--- config.mk ---
export PLATFORM = sky130hd
export DESIGN_NAME = uart_sort_ctrl
export DESIGN_NICKNAME = d
export VERILOG_FILES = /design/src/rtl/uart_sort_pkg.sv /design/src/rtl/sort_cmp_swap.sv /design/src/rtl/uart_sort_ctrl.sv
export SDC_FILE = /design/constraint.sdc
export NUM_CORES = 1
export LEC_CHECK = 0
export CORE_ASPECT_RATIO = 1.75
export CORE_MARGIN = 2
export CORE_UTILIZATION = 58
export CTS_BUF_LIST = sky130_fd_sc_hd__clkbuf_4 sky130_fd_sc_hd__clkbuf_8
export CTS_CLUSTER_DIAMETER = 80
export CTS_CLUSTER_SIZE = 16
export DETAILED_ROUTE_END_ITERATION = 16
export PLACE_DENSITY = 0.79
export SLEW_MARGIN = 40
export SYNTH_ARGS = -nofsm -noshare
export SYNTH_HDL_FRONTEND = slang
export SYNTH_SLANG_ARGS = --single-unit
--- constraint.sdc ---
create_clock -name i_CLOCK -period 3.9 [get_ports i_CLOCK]
set_input_delay 0.39 -clock i_CLOCK [delete_from_list [all_inputs] [get_ports i_CLOCK]]
set_output_delay 0.39 -clock i_CLOCK [all_outputs]
set_load 0.05 [all_outputs]
--- src/rtl/uart_sort_pkg.sv ---
// Shared types and constants for the UART byte-sorting controller.
package uart_sort_pkg;

    localparam int DEFAULT_NUM_BYTES = 8;
    localparam int DEFAULT_DATA_W    = 8;

    typedef enum logic [1:0] {
        COLLECT   = 2'd0,
        SORT      = 2'd1,
        SEND      = 2'd2,
        WAIT_DONE = 2'd3
    } sort_state_t;

    // Number of compare cycles a full bubble sort of n entries takes.
    function automatic int sort_cycles(input int n);
        return (n * (n - 1)) / 2;
    endfunction

endpackage

--- src/rtl/sort_cmp_swap.sv ---
// Combinational compare/swap cell for the bubble sort.
// Macro UART_SORT_DESCEND_EN selects descending order; ascending by default.
// Equal operands never swap, which keeps the sort stable.
module sort_cmp_swap #(
    parameter int DATA_W = 8
) (
    input  logic [DATA_W-1:0] a,
    input  logic [DATA_W-1:0] b,
    output logic [DATA_W-1:0] out_a,
    output logic [DATA_W-1:0] out_b,
    output logic              swap
);

    // Decide whether the pair is out of order and produce the ordered pair.
    always_comb begin
`ifdef UART_SORT_DESCEND_EN
        swap = (a < b);
`else
        swap = (a > b);
`endif
        out_a = swap ? b : a;
        out_b = swap ? a : b;
    end

endmodule

--- src/rtl/uart_sort_ctrl.sv ---
// Collects a frame of received bytes, bubble-sorts it in place with one
// compare per cycle, then hands the sorted bytes to the transmitter.
// Macro UART_SORT_DESCEND_EN (in sort_cmp_swap) flips the sort order;
// timing is identical in both builds.
module uart_sort_ctrl
    import uart_sort_pkg::*;
#(
    parameter int NUM_BYTES = DEFAULT_NUM_BYTES,
    parameter int DATA_W    = DEFAULT_DATA_W
) (
    input  logic              i_CLOCK,
    input  logic              i_RESET_N,
    input  logic              i_Rx_DV,
    input  logic [DATA_W-1:0] i_Rx_Byte,
    output logic              o_Tx_DV,
    output logic [DATA_W-1:0] o_Tx_Byte,
    input  logic              i_Tx_Active,
    input  logic              i_Tx_Done,
    output logic              o_Busy,
    output logic              o_Frame_Done,
    output logic              o_Rx_Overrun
);

    localparam int IDX_W       = (NUM_BYTES > 1) ? $clog2(NUM_BYTES) : 1;
    localparam int SORT_CYCLES = sort_cycles(NUM_BYTES);
    localparam int CNT_W       = $clog2(SORT_CYCLES + 1);

    localparam logic [IDX_W-1:0] LAST_IDX = IDX_W'(NUM_BYTES - 1);
    localparam logic [IDX_W-1:0] LAST_J   = IDX_W'(NUM_BYTES - 2);
    localparam logic [CNT_W-1:0] LAST_CNT = CNT_W'(SORT_CYCLES - 1);

    sort_state_t state_q;
    sort_state_t state_d;

    logic [DATA_W-1:0] buffer [NUM_BYTES];

    logic [IDX_W-1:0] wr_idx;
    logic [IDX_W-1:0] rd_idx;
    logic [IDX_W-1:0] j_idx;
    logic [IDX_W-1:0] j_nxt;
    logic [IDX_W-1:0] j_last;
    logic [CNT_W-1:0] sort_cnt;

    logic              tx_dv;
    logic [DATA_W-1:0] tx_byte;
    logic              frame_done;
    logic              rx_overrun;

    logic rx_accept;
    logic rx_drop;
    logic sort_done;
    logic tx_launch;
    logic tx_next;
    logic frame_end;

    logic [DATA_W-1:0] cmp_a;
    logic [DATA_W-1:0] cmp_b;
    logic              cmp_swap;

    assign j_nxt = j_idx + IDX_W'(1);

    sort_cmp_swap #(
        .DATA_W (DATA_W)
    ) u_cmp (
        .a     (buffer[j_idx]),
        .b     (buffer[j_nxt]),
        .out_a (cmp_a),
        .out_b (cmp_b),
        .swap  (cmp_swap)
    );

    // State register; reset abandons any frame in progress.
    always_ff @(posedge i_CLOCK or negedge i_RESET_N) begin
        if (!i_RESET_N) begin
            state_q <= COLLECT;
        end else begin
            state_q <= state_d;
        end
    end

    // Next-state logic and the per-cycle control strobes it implies.
    always_comb begin
        state_d   = state_q;
        rx_accept = 1'b0;
        rx_drop   = 1'b0;
        sort_done = 1'b0;
        tx_launch = 1'b0;
        tx_next   = 1'b0;
        frame_end = 1'b0;

        case (state_q)
            COLLECT: begin
                if (i_Rx_DV) begin
                    rx_accept = 1'b1;
                    if (wr_idx == LAST_IDX) begin
                        state_d = SORT;
                    end
                end
            end
            SORT: begin
                if (sort_cnt == LAST_CNT) begin
                    sort_done = 1'b1;
                    state_d   = SEND;
                end
            end
            SEND: begin
                if (!i_Tx_Active) begin
                    tx_launch = 1'b1;
                    state_d   = WAIT_DONE;
                end
            end
            WAIT_DONE: begin
                if (i_Tx_Done) begin
                    if (rd_idx == LAST_IDX) begin
                        frame_end = 1'b1;
                        state_d   = COLLECT;
                    end else begin
                        tx_next = 1'b1;
                        state_d = SEND;
                    end
                end
            end
            default: begin
                state_d = COLLECT;
            end
        endcase

        if (i_Rx_DV && (state_q != COLLECT)) begin
            rx_drop = 1'b1;
        end
    end

    // Indices, sort sequencing and registered output pulses.
    always_ff @(posedge i_CLOCK or negedge i_RESET_N) begin
        if (!i_RESET_N) begin
            wr_idx     <= '0;
            rd_idx     <= '0;
            j_idx      <= '0;
            j_last     <= LAST_J;
            sort_cnt   <= '0;
            tx_dv      <= 1'b0;
            tx_byte    <= '0;
            frame_done <= 1'b0;
            rx_overrun <= 1'b0;
        end else begin
            tx_dv      <= tx_launch;
            frame_done <= frame_end;
            rx_overrun <= rx_drop;

            if (rx_accept) begin
                wr_idx <= (wr_idx == LAST_IDX) ? '0 : wr_idx + IDX_W'(1);
            end

            if (state_q == SORT) begin
                sort_cnt <= sort_cnt + CNT_W'(1);
                if (j_idx == j_last) begin
                    j_idx  <= '0;
                    j_last <= j_last - IDX_W'(1);
                end else begin
                    j_idx <= j_nxt;
                end
            end else begin
                sort_cnt <= '0;
                j_idx    <= '0;
                j_last   <= LAST_J;
            end

            if (tx_launch) begin
                tx_byte <= buffer[rd_idx];
            end

            if (sort_done || frame_end) begin
                rd_idx <= '0;
            end else if (tx_next) begin
                rd_idx <= rd_idx + IDX_W'(1);
            end
        end
    end

    // Frame storage: filled while collecting, reordered in place while sorting.
    always_ff @(posedge i_CLOCK) begin
        if (rx_accept) begin
            buffer[wr_idx] <= i_Rx_Byte;
        end
        if ((state_q == SORT) && cmp_swap) begin
            buffer[j_idx] <= cmp_a;
            buffer[j_nxt] <= cmp_b;
        end
    end

    assign o_Tx_DV      = tx_dv;
    assign o_Tx_Byte    = tx_byte;
    assign o_Busy       = (state_q != COLLECT);
    assign o_Frame_Done = frame_done;
    assign o_Rx_Overrun = rx_overrun;

endmodule

==> results of run 1 <==
-- layout make-up --
| class | count | area, um2 | area share [%] |
|---|---|---|---|
| Multi-Input combinational cell | 376 | 3790 | 50.3 |
| Sequential cell | 94 | 2680 | 35.6 |
| Timing Repair Buffer | 77 | 679 | 9.03 |
| Tap cell | 135 | 169 | 2.24 |
| Clock buffer | 9 | 124 | 1.65 |
| Clock inverter | 7 | 55.1 | 0.731 |
| Inverter | 7 | 31.3 | 0.416 |
-- per-stage QoR --
| stage | instance area (um2) | power, mW | std cells | hold slack (ns) | setup TNS, ns |
|---|---|---|---|---|---|
| 3_3_place_gp | 7270 | 2.64 | 688 | 0.447 | -0.127 |
| 3_5_place_dp | 7280 | 2.69 | 688 | 0.463 | -0.588 |
| 4_1_cts | 7470 | 3.29 | 704 | 0.401 | 0 |
| 6_report | 7530 | 3.33 | 705 | 0.386 | 0 |
| 5_1_grt | 7530 | 3.46 | 705 | 0.433 | 0 |
| 2_1_floorplan | 6730 | 2.31 | 537 | 0.0944 | 0 |
-- cell families after synthesis --
logic type               count (synthesis)  synth area share, %
multiplexers                            65                 19.2
adder cells (fa/ha/maj)                 15                 2.79
XOR/XNOR                                 8                 1.15
buffers and inverters                   67                 5.34
AO/OA/AOI/OAI                          187                 23.3
flip-flops                              94                 39.7
AND/OR/NAND/NOR                        101                 8.53
-- cells in the mapped netlist, types with 3 or more instances --
cell | instances | area [um2]
sky130_fd_sc_hd__a21boi_2 | 5 | 56.3
sky130_fd_sc_hd__a21boi_4 | 3 | 56.3
sky130_fd_sc_hd__a21o_1 | 3 | 22.5
sky130_fd_sc_hd__a21oi_1 | 13 | 65.1
sky130_fd_sc_hd__and3_1 | 5 | 31.3
sky130_fd_sc_hd__buf_1 | 3 | 11.3
sky130_fd_sc_hd__buf_2 | 18 | 90.1
sky130_fd_sc_hd__buf_4 | 8 | 60.1
sky130_fd_sc_hd__buf_6 | 7 | 78.8
sky130_fd_sc_hd__clkbuf_1 | 24 | 90.1
sky130_fd_sc_hd__dfrtp_1 | 28 | 701
sky130_fd_sc_hd__edfxtp_1 | 64 | 1920
sky130_fd_sc_hd__ha_1 | 15 | 188
sky130_fd_sc_hd__inv_1 | 6 | 22.5
sky130_fd_sc_hd__mux2i_1 | 12 | 120
sky130_fd_sc_hd__mux2i_4 | 3 | 67.6
sky130_fd_sc_hd__mux4_2 | 48 | 1080
sky130_fd_sc_hd__nand2_1 | 36 | 135
sky130_fd_sc_hd__nand2b_1 | 3 | 18.8
sky130_fd_sc_hd__nand3_1 | 5 | 25.0
sky130_fd_sc_hd__nand3b_1 | 4 | 30.0
sky130_fd_sc_hd__nor2_1 | 17 | 63.8
sky130_fd_sc_hd__nor2b_1 | 5 | 31.3
sky130_fd_sc_hd__nor3_1 | 7 | 35.0
sky130_fd_sc_hd__nor3_2 | 3 | 30.0
sky130_fd_sc_hd__nor3_4 | 6 | 97.6
sky130_fd_sc_hd__o2111ai_1 | 68 | 596
sky130_fd_sc_hd__o211a_1 | 5 | 50.1
sky130_fd_sc_hd__o211a_2 | 3 | 30.0
sky130_fd_sc_hd__o211ai_1 | 6 | 45.0
sky130_fd_sc_hd__o21ai_0 | 5 | 25.0
sky130_fd_sc_hd__o311ai_2 | 4 | 65.1
sky130_fd_sc_hd__o31ai_1 | 63 | 473
sky130_fd_sc_hd__xor2_1 | 5 | 43.8
-- where the power goes --
group	leakage (nW)	total (mW)	switching [mW]	internal (mW)
Clock	0.0870	0.622	0.382	0.240
Sequential	0.942	1.36	0.189	1.17
Combinational	1.50	1.35	0.752	0.595
Total	2.52	3.33	1.32	2.01
-- critical path, stage by stage (launching register included) --
cell                      delay, ns
sky130_fd_sc_hd__dfrtp_2       0.41
sky130_fd_sc_hd__buf_6         0.40
sky130_fd_sc_hd__mux4_2        0.58
sky130_fd_sc_hd__mux2i_1       0.25
sky130_fd_sc_hd__ha_1          0.32
sky130_fd_sc_hd__and3_4        0.18
sky130_fd_sc_hd__a221o_2       0.52
sky130_fd_sc_hd__and2_4        0.27
sky130_fd_sc_hd__nor3_4        0.38
sky130_fd_sc_hd__o31ai_1       0.16
-- per-layer routing --
metal / track usage [%] / vias to the layer above / wire length [um]
li1: - / 2323 / -
met1: 38.1 / 2664 / 6410
met2: 54.3 / 413 / 10100
met3: 5.54 / 105 / 1830
met4: 18.6 / 0 / 1140
met5: 0 / - / 0
-- worst paths after layout --
path                                          end  cells after the start
max                        buffer[4][4]$_DFFE_PP_                      9
min                         wr_idx[2]$_DFFE_PN0P_                      2
max reg2reg                buffer[4][4]$_DFFE_PP_                      9
min reg2reg                 sort_cnt[0]$_DFF_PN0_                      1
max in group asynchronous   j_last[2]$_DFFE_PN1P_                      2
min in group i_CLOCK        sort_cnt[0]$_DFF_PN0_                      1
-- repair_timing --
item                                    CTS  global route
buffers inserted                          0             1
pin swaps                                 0             4
endpoints found under the setup margin   58           122
resized for setup                         2             6
endpoints found under the hold margin     0             0
-- sequential cells by signal (all words and copies together), names as in the netlist, 2 cells and up --
name,flops
j_idx,3
buffer,64
state_q,2
wr_idx,3
rd_idx,3
o_Tx_Byte,8
j_last,3
sort_cnt,5
==> results.rst, run 1 <==
.. list-table::
   :header-rows: 1

   * - Metric
     - Value
   * - Number of antenna violations at the first check in global routing
     - 0
   * - Portion of the post-synthesis area used by sequential elements
     - 39.7%
   * - Arrival time of the worst setup path
     - 3.88 ns
   * - CTS Buffer Depth
     - 2
   * - Beginning of the critical path
     - j_idx[0]$_DFF_PN0_
   * - Core Rows
     - 52
   * - Number of nets with antenna violations after detailed routing
     - 0
   * - Top-level I/O count
     - 25
   * - Endpoint kind of the worst setup timing path
     - register
   * - Starting DRC count in detailed routing
     - 701
   * - Async set or reset register ratio after synthesis
     - 31.9%
   * - Clock skew
     - 0.00872 ns
   * - Critical path peak fanout
     - 36
   * - Top library cells by usage in the layout, fill and taps aside
     - sky130_fd_sc_hd__o2111ai_1 (68), sky130_fd_sc_hd__edfxtp_1 (64), sky130_fd_sc_hd__o31ai_1 (63)
   * - Clock latency of the later-clocked register in the worst-skew pair
     - 0.38 ns
   * - Avg WL per Cell
     - 27.7 um
   * - HPWL after detailed placement
     - 13800 um
   * - Count of flip-flops with a built-in enable after synthesis
     - 64
   * - Worst path required time
     - 4.02 ns
   * - Worst reg2reg startpoint
     - j_idx[0]$_DFF_PN0_
   * - Via count
     - 5505
   * - Tmin final
     - 3.76 ns
   * - Vias per Instance
     - 7.81
   * - Global-route wire length before repair
     - 30700 um
   * - Total detailed-routing wirelength
     - 19500 um
   * - Hold Crit Class
     - primary input to asynchronous set/reset pin
   * - Type of the worst setup path
     - register to register
   * - Layout Nets
     - 593
   * - Mean cell area of the mapped netlist
     - 12.5 um2
   * - Number of standard cells after synthesis
     - 537
   * - Synthesized Nets
     - 565
   * - P&R area growth vs syn
     - 11.8%
   * - FF+latch count, synth
     - 94
   * - CTS sink count
     - 94
   * - Relative slew slack
     - 46.8%
   * - Floorplan die area
     - 12500 um2
   * - Most frequently used flop master after synthesis
     - sky130_fd_sc_hd__edfxtp_1
   * - DR DRC count
     - 0
   * - Peak ir drop on the vdd network
     - 0.345 mV
   * - Result of the run
     - finished clean
   * - Overall routing resource usage
     - 32.2%
   * - Die Y
     - 147 um
   * - Global route total overflow
     - 0
   * - Netlist area before placement
     - 6730 um2
   * - Synth unique cells
     - 56
   * - Worst setup slack after placement
     - -0.0429 ns
   * - RSZ-0062 raised after global routing
     - no
   * - Number of port buffers
     - 24
   * - Maximum number of pins on one net before global-route repair
     - 41
   * - Max cap viols
     - 0
   * - Hold Fails Final Rpt
     - 0
   * - Max-slew violation count
     - 0
   * - Least setup slack across all paths after layout
     - 0.141 ns
   * - Number of global-route vias before repair
     - 5743
   * - CTS tree
     - yes
   * - Drt pass-1 iters
     - 5
   * - Share of the clock period used by the worst path after layout
     - 96.4%
   * - Clock-pin slew reported for the worst setup and hold paths after clock tree synthesis
     - 0.10 ns
   * - Reported leakage power
     - 2.52 nW
   * - Synth warnings
     - 0
   * - TritonCTS buffer count
     - 9
   * - Layout filler cell count
     - 861
   * - H-tree levels
     - 3
   * - Category of the worst setup path launch point
     - register
   * - Antenna Cells
     - 0
   * - Final setup violation count
     - 0
   * - Placer congestion estimate
     - 1.02
   * - Overall die width
     - 85.4 um
   * - Worst reg2reg setup slack
     - 0.14 ns
   * - Initial cell density of the core
     - 58.8%
   * - Most frequent standard cell in the layout excluding fill and tap cells
     - sky130_fd_sc_hd__o2111ai_1
   * - Final design utilization
     - 65.7%
   * - Actual slew at the worst max-slew pin
     - 0.792 ns
   * - Highest clock rate
     - 266 MHz
   * - Number of buffers added to fix hold violations after cts
     - 0
   * - Cell at the root of the clock tree
     - sky130_fd_sc_hd__clkbuf_8
   * - Cell Pwr Density
     - 443 nW/um2
   * - Fraction of final layout cells with drive strength greater than 1
     - 29.5%
   * - Core Area
     - 11500 um2
Power figures use the tool's default switching activity.
==> inputs of run 2 (changes only) <==
- MAX_ROUTING_LAYER: default -> met4
- REMOVE_ABC_BUFFERS: default -> 1
==> run 2 against run 1 <==
Via count rose by 4.7%; clock power rose by 15%; combinational power barely moved; sequential share of layout area fell by 1.1 points; non-clock buffer count rose by 26; first-iteration DRC count rose by 1.3%; routed wire length rose by 6.0%; sequential power barely moved; fmax fell by 1.6%; total power rose by 4.1%; flip-flop and latch count did not move; critical path depth rose by 2; critical endpoint is now buffer[3][2]$_DFFE_PP_.
==> results.rst, run 2 (synthesized netlist as in run 1, its figures left out) <==
.. list-table::
   :header-rows: 1

   * - Metric
     - Value
   * - Reported leakage power
     - 2.68 nW (was 2.52 nW)
   * - Maximum number of pins on one net before global-route repair
     - 41 (unchanged)
   * - Core Rows
     - 52 (unchanged)
   * - Peak ir drop on the vdd network
     - 0.334 mV (was 0.345 mV)
   * - Part of the power in combinational logic
     - 39.8% (was 40.4%)
   * - Worst reg2reg startpoint
     - j_idx[1]$_DFF_PN0_ (was j_idx[0]$_DFF_PN0_)
   * - Placer congestion estimate
     - 0.979 (was 1.02)
   * - Overall die width
     - 85.4 um (unchanged)
   * - Reg2Reg Capture Point
     - buffer[3][2]$_DFFE_PP_ (was buffer[4][4]$_DFFE_PP_)
   * - Critical path capture point
     - buffer[3][2]$_DFFE_PP_ (was buffer[4][4]$_DFFE_PP_)
   * - Crit path max-delay cell type
     - sky130_fd_sc_hd__mux4_2 (unchanged)
   * - Most frequent standard cell in the layout excluding fill and tap cells
     - sky130_fd_sc_hd__buf_4 (was sky130_fd_sc_hd__o2111ai_1)
   * - Antenna Cells
     - 0 (unchanged)
   * - CTS Buffer Depth
     - 2 (unchanged)
   * - CTS sink count
     - 94 (unchanged)
   * - Final Total Pwr
     - 3.47 mW (was 3.33 mW)
   * - Hold Crit Class
     - register to register (was primary input to asynchronous set/reset pin)
   * - Non-filler instance count after layout
     - 731 (was 705)
   * - Critical path's most frequent cell
     - sky130_fd_sc_hd__nand2_1
   * - DR DRC count
     - 0 (unchanged)
   * - Top library cells by usage in the layout, fill and taps aside
     - sky130_fd_sc_hd__buf_4 (70), sky130_fd_sc_hd__o2111ai_1 (68), sky130_fd_sc_hd__edfxtp_1 (64) (was sky130_fd_sc_hd__o2111ai_1 (68), sky130_fd_sc_hd__edfxtp_1 (64), sky130_fd_sc_hd__o31ai_1 (63))
   * - Net switching share of the total power
     - 37.8% (was 39.7%)
   * - Type of the worst setup path
     - register to register (unchanged)
   * - Fraction of final layout cells with drive strength greater than 1
     - 32.7% (was 29.5%)
   * - Area of the multi-input gates
     - 3760 um2 (was 3790 um2)
   * - Final setup violation count
     - 0 (unchanged)
   * - Sequential cell fraction of total power
     - 39.6% (was 40.9%)
   * - Number of global-route vias before repair
     - 5791 (was 5743)
   * - Die Y
     - 147 um (unchanged)
   * - Floorplan die area
     - 12500 um2 (unchanged)
   * - Global route total overflow
     - 0 (unchanged)
   * - Number of port buffers
     - 24 (unchanged)
   * - Via count
     - 5766 (was 5505)
   * - Cell Int Power
     - 2.16 mW (was 2.01 mW)
   * - Max cap viols
     - 0 (unchanged)
   * - Worst setup slack after placement
     - 0.0763 ns (was -0.0429 ns)
   * - Hold path startpoint
     - sort_cnt[0]$_DFF_PN0_
   * - Top-level I/O count
     - 25 (unchanged)
   * - Net switching component of the power
     - 1.31 mW (was 1.32 mW)
   * - Tmin final
     - 3.82 ns (was 3.76 ns)
   * - Maximum single-stage delay on the critical path
     - 0.54 ns (was 0.58 ns)
   * - Arrival time of the worst setup path
     - 3.93 ns (was 3.88 ns)
   * - Result of the run
     - finished clean (unchanged)
   * - Smallest hold slack
     - 0.469 ns (was 0.386 ns)
   * - Overall routing resource usage
     - 35.1% (was 32.2%)
   * - CTS tree
     - yes (unchanged)
   * - Endpoint kind of the worst setup timing path
     - register (unchanged)
   * - Category of the worst setup path launch point
     - register (unchanged)
   * - Drt pass-1 iters
     - 7 (was 5)
   * - Clock skew
     - 0.0144 ns (was 0.00872 ns)
   * - HPWL after detailed placement
     - 14200 um (was 13800 um)
   * - Clock-pin slew reported for the worst setup and hold paths after clock tree synthesis
     - 0.09 ns (was 0.10 ns)
   * - Logic depth of the worst setup path including buffers
     - 11 (was 9)
   * - Starting DRC count in detailed routing
     - 710 (was 701)
   * - Layout filler cell count
     - 783 (was 861)
   * - Clock share of power
     - 20.6% (was 18.7%)
   * - Crit path cell chain
     - buf_6 -> mux4_2 -> nand2_1 -> nand2_1 -> ha_1 -> and3_4 -> a221o_2 -> and2_4 -> buf_4 -> nor3_4 -> o31ai_1 (was buf_6 -> mux4_2 -> mux2i_1 -> ha_1 -> and3_4 -> a221o_2 -> and2_4 -> nor3_4 -> o31ai_1)
   * - Reg2Reg Depth
     - 11 (was 9)
   * - Layout Nets
     - 619 (was 593)
   * - Global-route wire length before repair
     - 31700 um (was 30700 um)
   * - Number of antenna violations at the first check in global routing
     - 0 (unchanged)
   * - Share of the clock period used by the worst path after layout
     - 97.9% (was 96.4%)
   * - Hold Fails Final Rpt
     - 0 (unchanged)
   * - Beginning of the critical path
     - j_idx[1]$_DFF_PN0_ (was j_idx[0]$_DFF_PN0_)
   * - Initial cell density of the core
     - 58.8% (unchanged)
   * - Relative slew slack
     - 46.2% (was 46.8%)
   * - Vias per Instance
     - 7.89 (was 7.81)
   * - Highest clock rate
     - 262 MHz (was 266 MHz)
   * - Depth of the worst hold-timing path
     - 1
   * - Cell Pwr Density
     - 447 nW/um2 (was 443 nW/um2)
   * - Total detailed-routing wirelength
     - 20700 um (was 19500 um)
   * - H-tree levels
     - 3 (unchanged)
   * - Most flop-heavy register
     - buffer (unchanged)
   * - Final design utilization
     - 67.8% (was 65.7%)
   * - Least setup slack across all paths after layout
     - 0.0811 ns (was 0.141 ns)
   * - Number of nets with antenna violations after detailed routing
     - 0 (unchanged)
   * - Critical path peak fanout
     - 22 (was 36)
   * - Total instance count after detailed placement
     - 713 (was 688)
   * - Number of buffer and inverter instances along the worst setup path
     - 2 (was 1)
   * - Worst reg2reg setup slack
     - 0.08 ns (was 0.14 ns)
   * - Clock latency of the later-clocked register in the worst-skew pair
     - 0.38 ns (about the same)
   * - Dominant delay contributor by cell family on the critical path
     - simple AND/OR/NAND/NOR gates (unchanged)
   * - Actual slew at the worst max-slew pin
     - 0.808 ns (was 0.792 ns)
   * - Storage cell area
     - 2680 um2 (unchanged)
   * - Core Area
     - 11500 um2 (unchanged)
   * - Max-slew violation count
     - 0 (unchanged)
   * - Number of flip-flops under the largest register name
     - 64 (unchanged)
   * - Worst path required time
     - 4.01 ns (was 4.02 ns)
   * - P&R area growth vs syn
     - 15.4% (was 11.8%)
   * - Avg WL per Cell
     - 28.3 um (was 27.7 um)
   * - Cell at the root of the clock tree
     - sky130_fd_sc_hd__clkbuf_8 (unchanged)
   * - TritonCTS buffer count
     - 9 (unchanged)
run 2: worst min path at each step:
stage	to	slack, ns
floorplan	j_idx[0]$_DFF_PN0_	0.09
global placement	sort_cnt[0]$_DFF_PN0_	0.45
detailed placement	o_Tx_DV$_DFF_PN0_	0.39
CTS	sort_cnt[0]$_DFF_PN0_	0.47
global route	sort_cnt[0]$_DFF_PN0_	0.51
finish	sort_cnt[0]$_DFF_PN0_	0.47
run 2: metrics by stage:
stage / setup TNS (ns) / instance area (um2)
2_1_floorplan: -464.25 / 6400
3_3_place_gp: 0 / 7510
3_5_place_dp: 0 / 7510
4_1_cts: 0 / 7740
5_1_grt: -1.27 / 7770
6_report: 0 / 7770
run 2: worst register-to-register path, cell delays in order (launching register included):
cell                      delay, ns
sky130_fd_sc_hd__dfrtp_1       0.38
sky130_fd_sc_hd__buf_6         0.28
sky130_fd_sc_hd__mux4_2        0.54
sky130_fd_sc_hd__nand2_1       0.09
sky130_fd_sc_hd__nand2_1       0.26
sky130_fd_sc_hd__ha_1          0.42
sky130_fd_sc_hd__and3_4        0.17
sky130_fd_sc_hd__a221o_2       0.46
sky130_fd_sc_hd__and2_4        0.23
sky130_fd_sc_hd__buf_4         0.19
sky130_fd_sc_hd__nor3_4        0.38
sky130_fd_sc_hd__o31ai_1       0.16
run 2: what timing repair did:
| item | 4_1_cts | 5_1_grt |
|---|---|---|
| hold endpoints to repair | 23 | 0 |
| gates resized for setup | 0 | 5 |
| hold buffers | 1 | 0 |
| setup endpoints to repair | 0 | 120 |
| buffers inserted | 0 | 1 |
run 2: area by class of cell:
cell class / instances / share of cell area [%]
Multi-Input combinational cell: 376 / 48.4
Sequential cell: 94 / 34.5
Tap cell: 135 / 2.17
Inverter: 7 / 0.371
Clock buffer: 10 / 1.69
Timing Repair Buffer: 103 / 11.8
Clock inverter: 6 / 1.11
run 2: layer usage:
layer  up-vias  global-route usage, %  wire (um)  part of all wire (%)
li1       2373                      -          -                     -
met1      2730                   40.3       6480                    31
met2       499                   54.1      10000                    48
met3       164                   4.97       2260                    11
met4         0                   27.9       1920                   9.3
met5         -                      -          0                     0
run 2: power groups by stage:
| stage | clock network, mW | logic [mW] | registers [mW] |
|---|---|---|---|
| floorplan | 0 | 0.739 | 1.50 |
| global placement | 0 | 1.30 | 1.37 |
| detailed placement | 0 | 1.34 | 1.39 |
| CTS | 0.717 | 1.35 | 1.37 |
| global route | 0.753 | 1.45 | 1.39 |
| finish | 0.715 | 1.38 | 1.37 |
==> patch: new RTL, flow settings as in run 1 <==
Change the package constant `DEFAULT_DATA_W` from 8 to 9.
--- a/src/rtl/uart_sort_pkg.sv
+++ b/src/rtl/uart_sort_pkg.sv
@@ -2,7 +2,7 @@
 package uart_sort_pkg;
 
     localparam int DEFAULT_NUM_BYTES = 8;
-    localparam int DEFAULT_DATA_W    = 8;
+    localparam int DEFAULT_DATA_W    = 9;
 
     typedef enum logic [1:0] {
         COLLECT   = 2'd0,
Interface: changed (resized i_Rx_Byte and o_Tx_Byte); port bits go from 25 to 27. No check against the original RTL was run, so the function may have changed too.
==> patch against run 1 <==
Worst setup slack got worse by 100 ps. Final area increased by 5.3%. Utilization increased by 0.32 points. Area after synthesis increased by 6.4%. Sequential cell count increased by 9. Final cell count increased by 14%. Routed wire length increased by 5.2%.
Power is not compared: it rests on default switching activity, and its combinational part moved more than twofold at a synthesized area within 25%.
==> patch: results (changes against run 1) <==
metric,value,unit,change
status,"finished, final reports clean",,
track_usage,0.315,,-0.00661
first_global_vias,5737,,-0.10%
io_buffers,26,,+8.3%
reg2reg_to,buffer[5][2],,
grt_util_met3,0.0425,,-0.0129
layout.nets,664,,+12%
crit_slowest_cell,mux4_4,,
place_area,7640,um2,+5.0%
met3_length,1.75,mm,-4.3%
ys_seq_area_frac,0.410,,+0.0130
grt_pass1_wl,31.0,mm,+0.90%
dp_worst_setup_slack,5.31,ps,+48.2 ps
largest_reg_flops,72,,+13%
clockNetworkAreaShare,0.0249,,+0.00116
multi_input_area,3810,um2,+0.63%
instances_no_fill,804,,+14%
fin_ws,39.6,ps,-102 ps
grt_max_degree,72,,+76%
post-route-util,0.661,,+0.00324
met1_length,6.84,mm,+6.8%
ys_top_cells_by_count,"o22ai_1, edfxtp_1, o31ai_1",,
drtIter0Drc,753,,+7.4%
post_drt_via_cell_ratio,7.20,,-7.8%
rr_worst_depth,12,,+3
gr-usage-met1,0.359,,-0.0220
synth_compound_area_frac,0.230,,-0.00305
rows,53,,+1.9%
synth-edff-count,72,,+13%
path_delay_family,multiplexers,,
synthTopCellsByArea,"edfxtp_1, dfrtp_1, mux4_2",,
path_max_fanout,32,,-11%
ys_ff_latch,103,,+9.6%
synth_nets,608,,+7.6%
final.setup_skew,12.2,ps,+3.50 ps
num-fill-cells,903,,+4.9%
-- patch: cell types whose count changed after synthesis, moves of 8 or more --
| cell | run 1 | this run |
|---|---|---|
| edfxtp_1 | 64 | 72 |
| o2111ai_1 | 68 | 0 |
| nor2_1 | 17 | 43 |
| mux2_2 | 2 | 19 |
| clkbuf_1 | 24 | 5 |
| a221oi_4 | 0 | 9 |
| o31ai_1 | 63 | 72 |
| mux4_2 | 48 | 28 |
| nand2_1 | 36 | 26 |
| o22ai_1 | 0 | 86 |
| buf_2 | 18 | 4 |
| mux2i_1 | 12 | 37 |
| o21ai_1 | 0 | 10 |
-- patch: power by group --
group | internal [mW] | total, mW | switching (mW) | leakage (nW)
combinational | 2.20 | 5.34 | 3.13 | 1.62
clock | 0.254 | 0.689 | 0.435 | 0.101
sequential | 1.58 | 1.83 | 0.246 | 1.03
total | 4.04 | 7.86 | 3.81 | 2.75
-- patch: timing repair --
item                       CTS  global route
resized for setup            1             6
cloned                       0             1
setup buffers                0             8
setup endpoints to repair   27           118
